`config.mk`:
```
export PLATFORM = sky130hd
export DESIGN_NAME = medidor_frec_secuenciador
export DESIGN_NICKNAME = d
export VERILOG_FILES = /design/src/rtl/medidor_frec_secuenciador.sv
export SDC_FILE = /design/constraint.sdc
export NUM_CORES = 1
export LEC_CHECK = 0
export CAP_MARGIN = 20
export CORE_MARGIN = 3
export CORE_UTILIZATION = 52
export DETAILED_ROUTE_END_ITERATION = 8
export PLACE_DENSITY = 0.81
export SLEW_MARGIN = 10
export SYNTH_ARGS = -nofsm -noshare
export SYNTH_HDL_FRONTEND = slang
export SYNTH_SLANG_ARGS = --single-unit
```
`constraint.sdc`:
```
create_clock -name clock -period 4 [get_ports clock]
set_input_delay 1.2 -clock clock [delete_from_list [all_inputs] [get_ports clock]]
set_output_delay 1.2 -clock clock [all_outputs]
set_load 0.02 [all_outputs]
```
`src/rtl/medidor_frec_secuenciador.sv`:
```
// medidor_frec_secuenciador: steps the oscillator select, sums 2^AVG_LOG2 meter captures per index, streams one result per index
module medidor_frec_secuenciador #(
  parameter int OUT_WIDTH     = 32,
  parameter int SEL_WIDTH     = 4,
  parameter int AVG_LOG2      = 2,
  parameter int SETTLE_CYCLES = 16,
  parameter int DRAIN_TIMEOUT = 1024
) (
  input  logic                          clock,
  input  logic                          reset,
  input  logic                          start,
  input  logic                          continuous,
  input  logic [SEL_WIDTH-1:0]          osc_first,
  input  logic [SEL_WIDTH-1:0]          osc_last,
  input  logic [4:0]                    resol_in,
  input  logic                          stop,
  output logic [SEL_WIDTH-1:0]          osc_sel,
  output logic                          meter_enable,
  output logic [4:0]                    meter_resol,
  input  logic                          meter_lock,
  input  logic [OUT_WIDTH-1:0]          meter_out,
  output logic [OUT_WIDTH+AVG_LOG2-1:0] m_data,
  output logic [SEL_WIDTH-1:0]          m_osc,
  output logic                          m_valid,
  input  logic                          m_ready,
  output logic                          busy,
  output logic                          err_timeout
);
  localparam logic [2:0] IDLE = 3'd0, SETTLE = 3'd1, ARM = 3'd2, DRAIN = 3'd3, EMIT = 3'd4;
  localparam int CW = $clog2(SETTLE_CYCLES + DRAIN_TIMEOUT + 1);
  localparam int NM = (1 << AVG_LOG2) - 1;
  logic [2:0] state;
  logic [CW-1:0] cnt;
  logic [AVG_LOG2:0] meas;
  logic [SEL_WIDTH-1:0] first, last;
  logic cont, stop_f, last_idx, done;
  assign m_valid  = state == EMIT;
  assign busy     = state != IDLE;
  assign m_osc    = osc_sel;
  assign last_idx = osc_sel == last;
  assign done     = stop_f || stop || (last_idx && !cont);
  // m_data doubles as the accumulator; it is stable throughout EMIT
  always_ff @(posedge clock) begin
    if (reset) begin
      state        <= IDLE;
      osc_sel      <= '0;
      meter_resol  <= '0;
      m_data       <= '0;
      meter_enable <= 1'b0;
      err_timeout  <= 1'b0;
      cnt          <= '0;
      meas         <= '0;
      first        <= '0;
      last         <= '0;
      cont         <= 1'b0;
      stop_f       <= 1'b0;
    end else begin
      if (stop && busy) stop_f <= 1'b1;
      case (state)
        IDLE: if (start) begin
          first       <= osc_first;
          last        <= osc_last;
          cont        <= continuous;
          meter_resol <= resol_in;
          osc_sel     <= osc_first;
          m_data      <= '0;
          meas        <= '0;
          cnt         <= '0;
          err_timeout <= 1'b0;
          stop_f      <= stop;
          state       <= SETTLE;
        end
        SETTLE: if (cnt == CW'(SETTLE_CYCLES - 1)) begin
          cnt          <= '0;
          meter_enable <= 1'b1;
          state        <= ARM;
        end else cnt <= cnt + 1'b1;
        // capture only on the first lock cycle; meter_out keeps moving afterwards
        ARM: if (meter_lock) begin
          m_data       <= m_data + (OUT_WIDTH + AVG_LOG2)'(meter_out);
          meter_enable <= 1'b0;
          cnt          <= '0;
          state        <= DRAIN;
        end
        DRAIN: if (!meter_lock) begin
          if (meas == (AVG_LOG2 + 1)'(NM)) state <= EMIT;
          else begin
            meas         <= meas + 1'b1;
            meter_enable <= 1'b1;
            state        <= ARM;
          end
        end else if (cnt == CW'(DRAIN_TIMEOUT - 1)) begin
          err_timeout <= 1'b1;
          m_data      <= '0;
          state       <= IDLE;
        end else cnt <= cnt + 1'b1;
        EMIT: if (m_ready) begin
          m_data <= '0;
          meas   <= '0;
          cnt    <= '0;
          if (done) state <= IDLE;
          else begin
            osc_sel <= last_idx ? first : osc_sel + 1'b1;
            state   <= SETTLE;
          end
        end
        default: state <= IDLE;
      endcase
    end
  end
endmodule
```
==> impl_metrics.yaml <==
status:
  status: "finished, final reports clean"
synthesis:
  synthCells: 640
  yosysMostFrequentCell: "nand2_1"
  synth_edf_count: 0
  synthFlopType: "dfxtp_1"
  syn-cell-area_mm2: 0.00490
  async_reset_ff_frac: 0
  yosys.area.top_type_share: 0.294
  syn_nets: 729
  seq_area_frac_synth: 0.294
  yosysTopAreaCell: "dfxtp_1"
  synth_warnings: 0
  avgSynthCellArea_um2: 7.66
  synth_seq_cells: 72
  ys_top_cells_by_count: "nand2_1 (89), a21oi_1 (72), dfxtp_1 (72), nor2_1 (70), o21ai_0 (45)"
  ys_types: 63
  yosys-top-cells-area: "dfxtp_1 (29%), ha_1 (9.2%), a21oi_1 (7.4%)"
cts:
  clock_sinks: 72
  clockRootBuffer: "clkbuf_8"
  clk_pin_slew_ns: 0.08
  hold_buffers: 0
  clockBufferDepth: 2
  clk_latency_ns: 0.37
  h-tree-depth: 3
  cts_resized: 0
  cts_tree: "done"
  cts_setup_buffers: 0
  cts_buffers: 9
placed_design:
  gp_congestion: 0.960
  dp_hpwl_um: 10200
  portBuffers: 102
  placed_cell_area_mm2: 0.00598
timing:
  slew_headroom: 0.420
  finalHoldViolations: 0
  max_freq_mhz: 270
  setup_tns_ns: 0
  period_needed_ns: 3.70
  setup_viol: 0
  rsz0062_at_grt: "false"
  worstMarginPinSlew_ns: 0.870
  fin_crit_sh: 0.926
  slew_viol_final: 0
  whs_ns: 0.455
  fin_skew_ns: 0.0142
route:
  drc: 0
  drtAntennaViolNets: 0
  num_vias: 4971
  firstDrtPassIters: 5
  drtIter0Drc: 244
  routed_wl_um: 13500
  viasPerCell: 5.91
  wl_per_cell_um: 16.1
floorplan:
  die_y_um: 103
  io_pins: 103
  core_mm2: 0.00893
  dieArea_mm2: 0.0106
  rows: 34
  fp.dieW_um: 103
  initial_core_util: 0.549
worst_setup_path:
  startpoint_type: "primary input"
  regToRegStartpoint: "m_data[0]"
  path_class: "in2reg"
  cp_max_fo: 3
  worst_ep_required_time_ns: 4.26
  r2r_slack_ns: 1.24
  reg2reg_depth: 11
  endpoint_kind: "register"
  r2r_end: "m_data[28]"
  worstPathArrival_ns: 3.96
power:
  ir_drop_uv: 213
  powerDensity_mw_per_mm2: 296
  leakage_nw: 2.45
  power_mw: 1.83
grt:
  antenna_found_initial: 0
  grt_max_degree: 35
  gr-usage-all-layers: 0.262
  overflow: 0
  grt_pass1_vias: 4622
  grt_pass1_wl_um: 22100
worst_hold_path:
  whs_path_depth: 2
  min_path_type: "reg2reg"
  min_from: "first[1]"
  holdPathEnd: "first[1]"
final_layout:
  drive_above_1_share: 0.0655
  antenna-diode-count: 0
  fillerInstances: 800
  postLayoutCellArea_mm2: 0.00618
  fin_nets: 818
  area_growth_pct: 26.0
run:
  drv_cap: 0
power by group:
part | internal, mW | switching (mW)
Combinational | 0.196 | 0.260
Sequential | 0.747 | 0.0335
Clock | 0.302 | 0.290
flip-flops by register name, indices dropped and copies added, names as in the netlist:
name	count
m_data	34
meter_resol	5
state	3
err_timeout	1
cont	1
stop_f	1
m_osc	4
meter_enable	1
first	4
meas	3
last	4
cnt	11
critical path, stage by stage:
cell	delay, ns
clkdlybuf4s50_1	0.47
ha_1	0.17
inv_1	0.05
fa_1	0.37
nand2b_1	0.19
a21o_1	0.21
a211oi_2	0.33
a31oi_4	0.16
o41ai_4	0.34
a31oi_1	0.15
xnor2_1	0.14
a22o_1	0.19
cells in the final DEF (no fill, tap or decap), types with 10 or more instances in the layout:
cell / instances
nand2_1: 89
nand3_1: 13
o21ai_0: 45
a21oi_1: 72
nor2_1: 70
xor2_1: 16
a22oi_1: 10
ha_1: 36
xnor2_1: 26
buf_4: 13
inv_1: 18
clkbuf_8: 10
nand4_1: 19
dfxtp_1: 72
nand2b_1: 10
clkdlybuf4s50_1: 102
a21o_1: 11
nor3_1: 12
final cells by class:
| class | count | area (µm²) | share of cell area |
|---|---|---|---|
| inverters | 18 | 67.6 | 0.0109 |
| well taps | 108 | 135 | 0.0219 |
| flip-flops and latches | 72 | 1440 | 0.233 |
| clock inverters | 5 | 56.3 | 0.00911 |
| clock buffers | 10 | 138 | 0.0223 |
| multi-input cells | 513 | 3220 | 0.521 |
| repair buffers | 115 | 1120 | 0.181 |
stage by stage:
step | std cells | setup WS [ns] | utilization
6_report | 841 | 0.297 | 0.691
5_1_grt | 841 | 0.0973 | 0.691
4_1_cts | 841 | 0.288 | 0.691
3_5_place_dp | 826 | -0.0874 | 0.670
3_3_place_gp | 826 | -0.0361 | 0.670
2_1_floorplan | 640 | 0.580 | -
per-layer routing:
layer	up-vias	wire, µm	track usage
met2	165	6660	0.444
met4	0	259	0.0946
li1	2446	-	-
met3	20	728	0.0467
met5	-	0	0
met1	2340	5880	0.334
worst max path at each step:
| stage | to | slack (ns) | startpoint |
|---|---|---|---|
| finish | m_data[28] | 0.30 | meter_out[0] |
| global route | m_data[28] | 0.1 | meter_out[0] |
| CTS | m_data[28] | 0.29 | meter_out[0] |
| detailed placement | m_data[28] | -0.09 | meter_out[0] |
| global placement | m_data[28] | -0.04 | meter_out[0] |
| floorplan | m_data[28] | 0.58 | meter_out[0] |
kinds of logic (layout without fill, tap and decap cells):
kind of cell / count (synthesis) / count (layout) / share of synthesized area
muxes: 5 / 5 / 0.0102
DFF: 72 / 72 / 0.294
and+or+nand+nor: 237 / 237 / 0.220
xor gates and xnor gates: 42 / 42 / 0.0751
buffers and inverters: 55 / 148 / 0.0488
AOI/OAI and AO/OA: 192 / 192 / 0.256
adders and majority gates: 37 / 37 / 0.0960
Note: power is estimated with default switching activity, not from simulation.
==> RTL edit 1, RTL diff (same flow settings) <==
Change the parameter `DRAIN_TIMEOUT` from 1024 to 2048.
--- a/src/rtl/medidor_frec_secuenciador.sv
+++ b/src/rtl/medidor_frec_secuenciador.sv
@@ -6,3 +6,3 @@
   parameter int SETTLE_CYCLES = 16,
-  parameter int DRAIN_TIMEOUT = 1024
+  parameter int DRAIN_TIMEOUT = 2048
 ) (
Formal check against the unedited RTL: same outputs for any inputs over 10 cycles, from zero or initial values and one cycle with reset high; that may be too few to reach the edited logic, so the function may still have changed.
==> RTL edit 1 against the original RTL <==
- die area grew 2.8%
- global-route usage shrank 2.1 points
- power grew 11%
- register-to-register slack gained 0.20 ns
- highest routed layer unchanged
- sequential cell count grew 1
- setup slack gained 0.20 ns
- clock skew shrank 0.0026 ns
- design area grew 2.2%
- routed wire length shrank 1.4%
- synthesized area grew 3.0%
==> RTL edit 1: results (changes against the original RTL) <==
metric,value,unit,change
GRT met3 Usage,3.79,%,-0.88 points
HP Start,meter_resol[2]$_SDFFE_PP0P_,,
Most used DFF post-synth,dfxtp_1,,
r2r worst-path depth,10,,-1
Peak VDD IR,213,uV,+0.14%
Critical Path Fanout Max,4,,+1
first-pass GRT wire length,22300,microns,+0.69%
Arrival @ worst endpoint,3.79,ns,-0.17 ns
DRT iter0 DRCs,332,,+36%
status,"complete, no violations",,
number of global-route vias before repair,4810,,+4.1%
YS warnings,0,,unchanged
largest net degree at the start of global routing,43,,+23%
GRT overflow,0,,unchanged
PostCTS Resize Cnt,0,,unchanged
global-route met2 utilization,41.6,%,-2.8 points
GP Congestion,0.905,,-5.7%
Clock Tree Root,clkbuf_8,,
share of layout cells above drive strength 1,6.06,%,-0.49 points
Largest regs,"m_data x34, cnt x12, meter_resol x5",,
Vias/cell,5.79,,-2.1%
number of library cell types mapped by synthesis,70,,+11%
Syn Nets,737,,+1.1%
H-Tree Depth,3,,unchanged
WHS Endpoint,meter_resol[2]$_SDFFE_PP0P_,,
r2r endpoint,m_data[32]$_SDFFE_PP0P_,,
reg2reg setup slack,1.44,ns,+0.20 ns
Final setup viols,0,,unchanged
nets,827,,+1.1%
top post-synthesis cells by area,"dfxtp_1 29%, ha_1 8.9%, nand2_1 6.9%",,
GRT Total Usage,24.1,%,-2.1 points
Max-slew headroom,30.8,%,-11 points
Post-synth top cells,"93 x nand2_1, 73 x dfxtp_1, 69 x nor2_1",,
Worst Skew,0.0115,ns,-0.00262 ns
GRT met1 Usage,30.4,%,-3.0 points
Pleak,2.60,nW,+6.0%
register area share after synthesis,29.0,%,-0.46 points
-- RTL edit 1: layout make-up --
type	count	area, sq um
Multi-Input combinational cell	528	3350
Fill cell	806	3010
Sequential cell	73	1460
Timing Repair Buffer	109	1070
Tap cell	129	161
Clock buffer	9	124
Clock inverter	7	77.6
Inverter	17	63.8
-- RTL edit 1: where the power goes --
part           internal [mW]  switching [mW]
Clock                  0.294           0.304
Sequential             0.773          0.0483
Combinational          0.268           0.350
Total                   1.33           0.702
-- RTL edit 1: per-stage QoR --
stage | hold slack, ns | worst slack, ns | instance area, sq um | instances
after floorplan | 0.433 | 0.900 | 5050 | 648
after global placement | 0.442 | 0.294 | 6110 | 856
after detailed placement | 0.448 | 0.182 | 6110 | 856
after CTS | 0.460 | 0.545 | 6310 | 872
after global routing | 0.475 | 0.426 | 6310 | 872
final | 0.457 | 0.501 | 6310 | 872
-- RTL edit 1: cell families (layout without fill, tap and decap cells) --
group,count (synthesis),count (layout),share of synthesized area (%)
AO/OA/AOI/OAI,201,201,26.1
XOR/XNOR,33,33,5.73
adder cells (fa/ha/maj),37,37,9.32
buffers and inverters,47,142,4.64
flip-flops,73,73,29.0
multiplexers,7,7,1.39
AND/OR/NAND/NOR,250,250,23.9
-- RTL edit 1: metal layers --
metal	vias up	share of wire, %
li1	2519	-
met1	2353	44
met2	148	49
met3	25	4.9
met4	0	2.2
met5	-	0
-- RTL edit 1: how the worst max path moves through the flow --
| stage | slack, ns | startpoint | endpoint |
|---|---|---|---|
| after floorplan | 0.90 | meter_out[0] | m_data[30]$_SDFFE_PP0P_ |
| final | 0.50 | meter_out[0] | m_data[32]$_SDFFE_PP0P_ |
| after global placement | 0.29 | meter_out[0] | m_data[30]$_SDFFE_PP0P_ |
| after global routing | 0.43 | meter_out[0] | m_data[32]$_SDFFE_PP0P_ |
| after CTS | 0.55 | meter_out[0] | m_data[32]$_SDFFE_PP0P_ |
| after detailed placement | 0.18 | meter_out[0] | m_data[32]$_SDFFE_PP0P_ |
-- RTL edit 1: worst min-delay path, delay by kind of cell, from the launching register on --
kind	cells	cell delay, ns
and+or+nand+nor	1	0.05
DFF	1	0.31
AOI/OAI and AO/OA	1	0.05
==> RTL edit 2, RTL diff (same flow settings) <==
Made on the original files. Reset style: asynchronous (`reset`), changed in one clocked block.
--- a/src/rtl/medidor_frec_secuenciador.sv
+++ b/src/rtl/medidor_frec_secuenciador.sv
@@ -42,3 +42,3 @@
   // m_data doubles as the accumulator; it is stable throughout EMIT
-  always_ff @(posedge clock) begin
+  always_ff @(posedge clock or posedge reset) begin
     if (reset) begin
Formal check against the unedited RTL: differs if reset is asserted again (counterexample within 4 cycles, from zero or initial values and one cycle with reset high); with reset held inactive, the same outputs for 10 cycles.
==> RTL edit 2 against the original RTL <==
- clock skew is 0.0030 ns lower
- setup slack better by 0.17 ns
- design area increased by 2.6%
- largest cell class unchanged
- count of clock-buffer cells in the layout grew 2
- sequential share of layout area grew 5.1 points
- die area up 1.7%
- global-route usage fell by 3.3 points
- sequential cell count did not move
- highest routed layer unchanged
- synthesized area increased by 1.8%
- routed wire length down 8.0%
- non-clock buffer count shrank 5
- critical path depth did not move
Power is not compared: it rests on default switching activity, and its combinational part moved more than twofold at a synthesized area within 25%.
==> RTL edit 2: results (changes against the original RTL) <==
metric,value,unit,change
Arrival @ worst endpoint,3.75,ns,-0.21 ns
status,"complete, no violations",,
reg2reg setup slack,1.35,ns,+0.11 ns
Worst Skew,0.0112,ns,-0.00298 ns
nets,766,,-6.4%
Int Power,2.45,mW,
Skew-Pair Late Insertion Delay,0.35,ns,-0.02 ns
share of layout cells above drive strength 1,7.77,%,+1.2 points
Post-synth top cells,"106 x nand2_1, 72 x dfrtp_1, 45 x o21ai_0",,
DRT iter0 DRCs,193,,-21%
r2r endpoint,m_data[18]$_DFFE_PP0P_,,
worst setup path endpoint,m_data[30]$_DFFE_PP0P_,,
post-route insts no fill,811,,-3.6%
GRT Total Usage,22.9,%,-3.3 points
GP Congestion,0.905,,-5.7%
Synth async-reset ratio,100,%,+100 points
WL/cell,15.3,microns,-4.6%
Vias/cell,5.71,,-3.4%
hpwl dp,9240,microns,-9.5%
filler cell count,788,,-1.5%
first-pass GRT wire length,21000,microns,-5.1%
Syn Nets,672,,-7.8%
GRT overflow,0,,unchanged
Critical Path Fanout Max,4,,+1
HP Start,first[1]$_DFFE_PP0P_,,
register area share after synthesis,36.1,%,+6.7 points
Max-slew headroom,50.8,%,+8.8 points
top post-synthesis cells by area,"dfrtp_1 36%, ha_1 9.0%, nand2_1 8.0%",,
largest net degree at the start of global routing,37,,+5.7%
number of global-route vias before repair,4539,,-1.8%
Placed Cells,794,,-3.9%
WHS Endpoint,first[1]$_DFFE_PP0P_,,
Mapped Avg Cell Area,8.56,sq um,+12%
final hold slack,0.479,ns,+0.0241 ns
r2r startpoint,m_data[0]$_DFFE_PP0P_,,
-- RTL edit 2: cell types whose count changed in the layout (fill, tap and decap cells not counted), sizes merged, moves of 8 or more --
cell and change:
dfrtp +72, o21ai +11, nor2 -28, a22oi -10
xnor2 -8, a21oi -29, nand2 +18, dfxtp -72
-- RTL edit 2: worst max-delay path, cell delays in order --
cell and delay (ns):
clkdlybuf4s50_1 0.46, ha_1 0.16, inv_1 0.05, fa_1 0.43
nor2b_4 0.14, o31a_1 0.22, a2111oi_4 0.13, o211ai_1 0.23
o211ai_2 0.18, o31ai_2 0.31, xnor2_1 0.15, o21ai_1 0.07
-- RTL edit 2: logic make-up after synthesis --
kind of cell	share of synthesized area, %
buf+inv	3.96
flops	36.1
compound gates	22.0
xor+xnor	7.20
mux	0.828
simple gates	20.5
fa+ha+maj	9.43
-- RTL edit 2: layout make-up --
cell class | instances | area (sq um) | area share, %
Multi-Input combinational cell | 467 | 2990 | 47.2
Sequential cell | 72 | 1800 | 28.4
Timing Repair Buffer | 110 | 1090 | 17.2
Tap cell | 129 | 161 | 2.55
Clock buffer | 12 | 155 | 2.45
Clock inverter | 4 | 76.3 | 1.20
Inverter | 17 | 63.8 | 1.01
-- RTL edit 2: metrics by stage --
stage	worst slack, ns	cell area, sq um	power (mW)
3_5_place_dp	0.0920	6090	3.70
4_1_cts	0.475	6320	4.39
3_3_place_gp	0.168	6090	3.62
6_report	0.467	6340	4.39
2_1_floorplan	0.786	4990	2.91
5_1_grt	0.243	6340	4.70
-- RTL edit 2: per-layer routing --
layer / part of all wire [%] / track usage [%] / routed length [microns] / vias up
met3: 4.8 / 4.78 / 602 / 16
met4: 1.5 / 5.79 / 185 / 0
met2: 50 / 39.5 / 6220 / 143
met5: 0 / 0 / 0 / -
met1: 44 / 29.5 / 5440 / 2223
li1: - / - / - / 2247
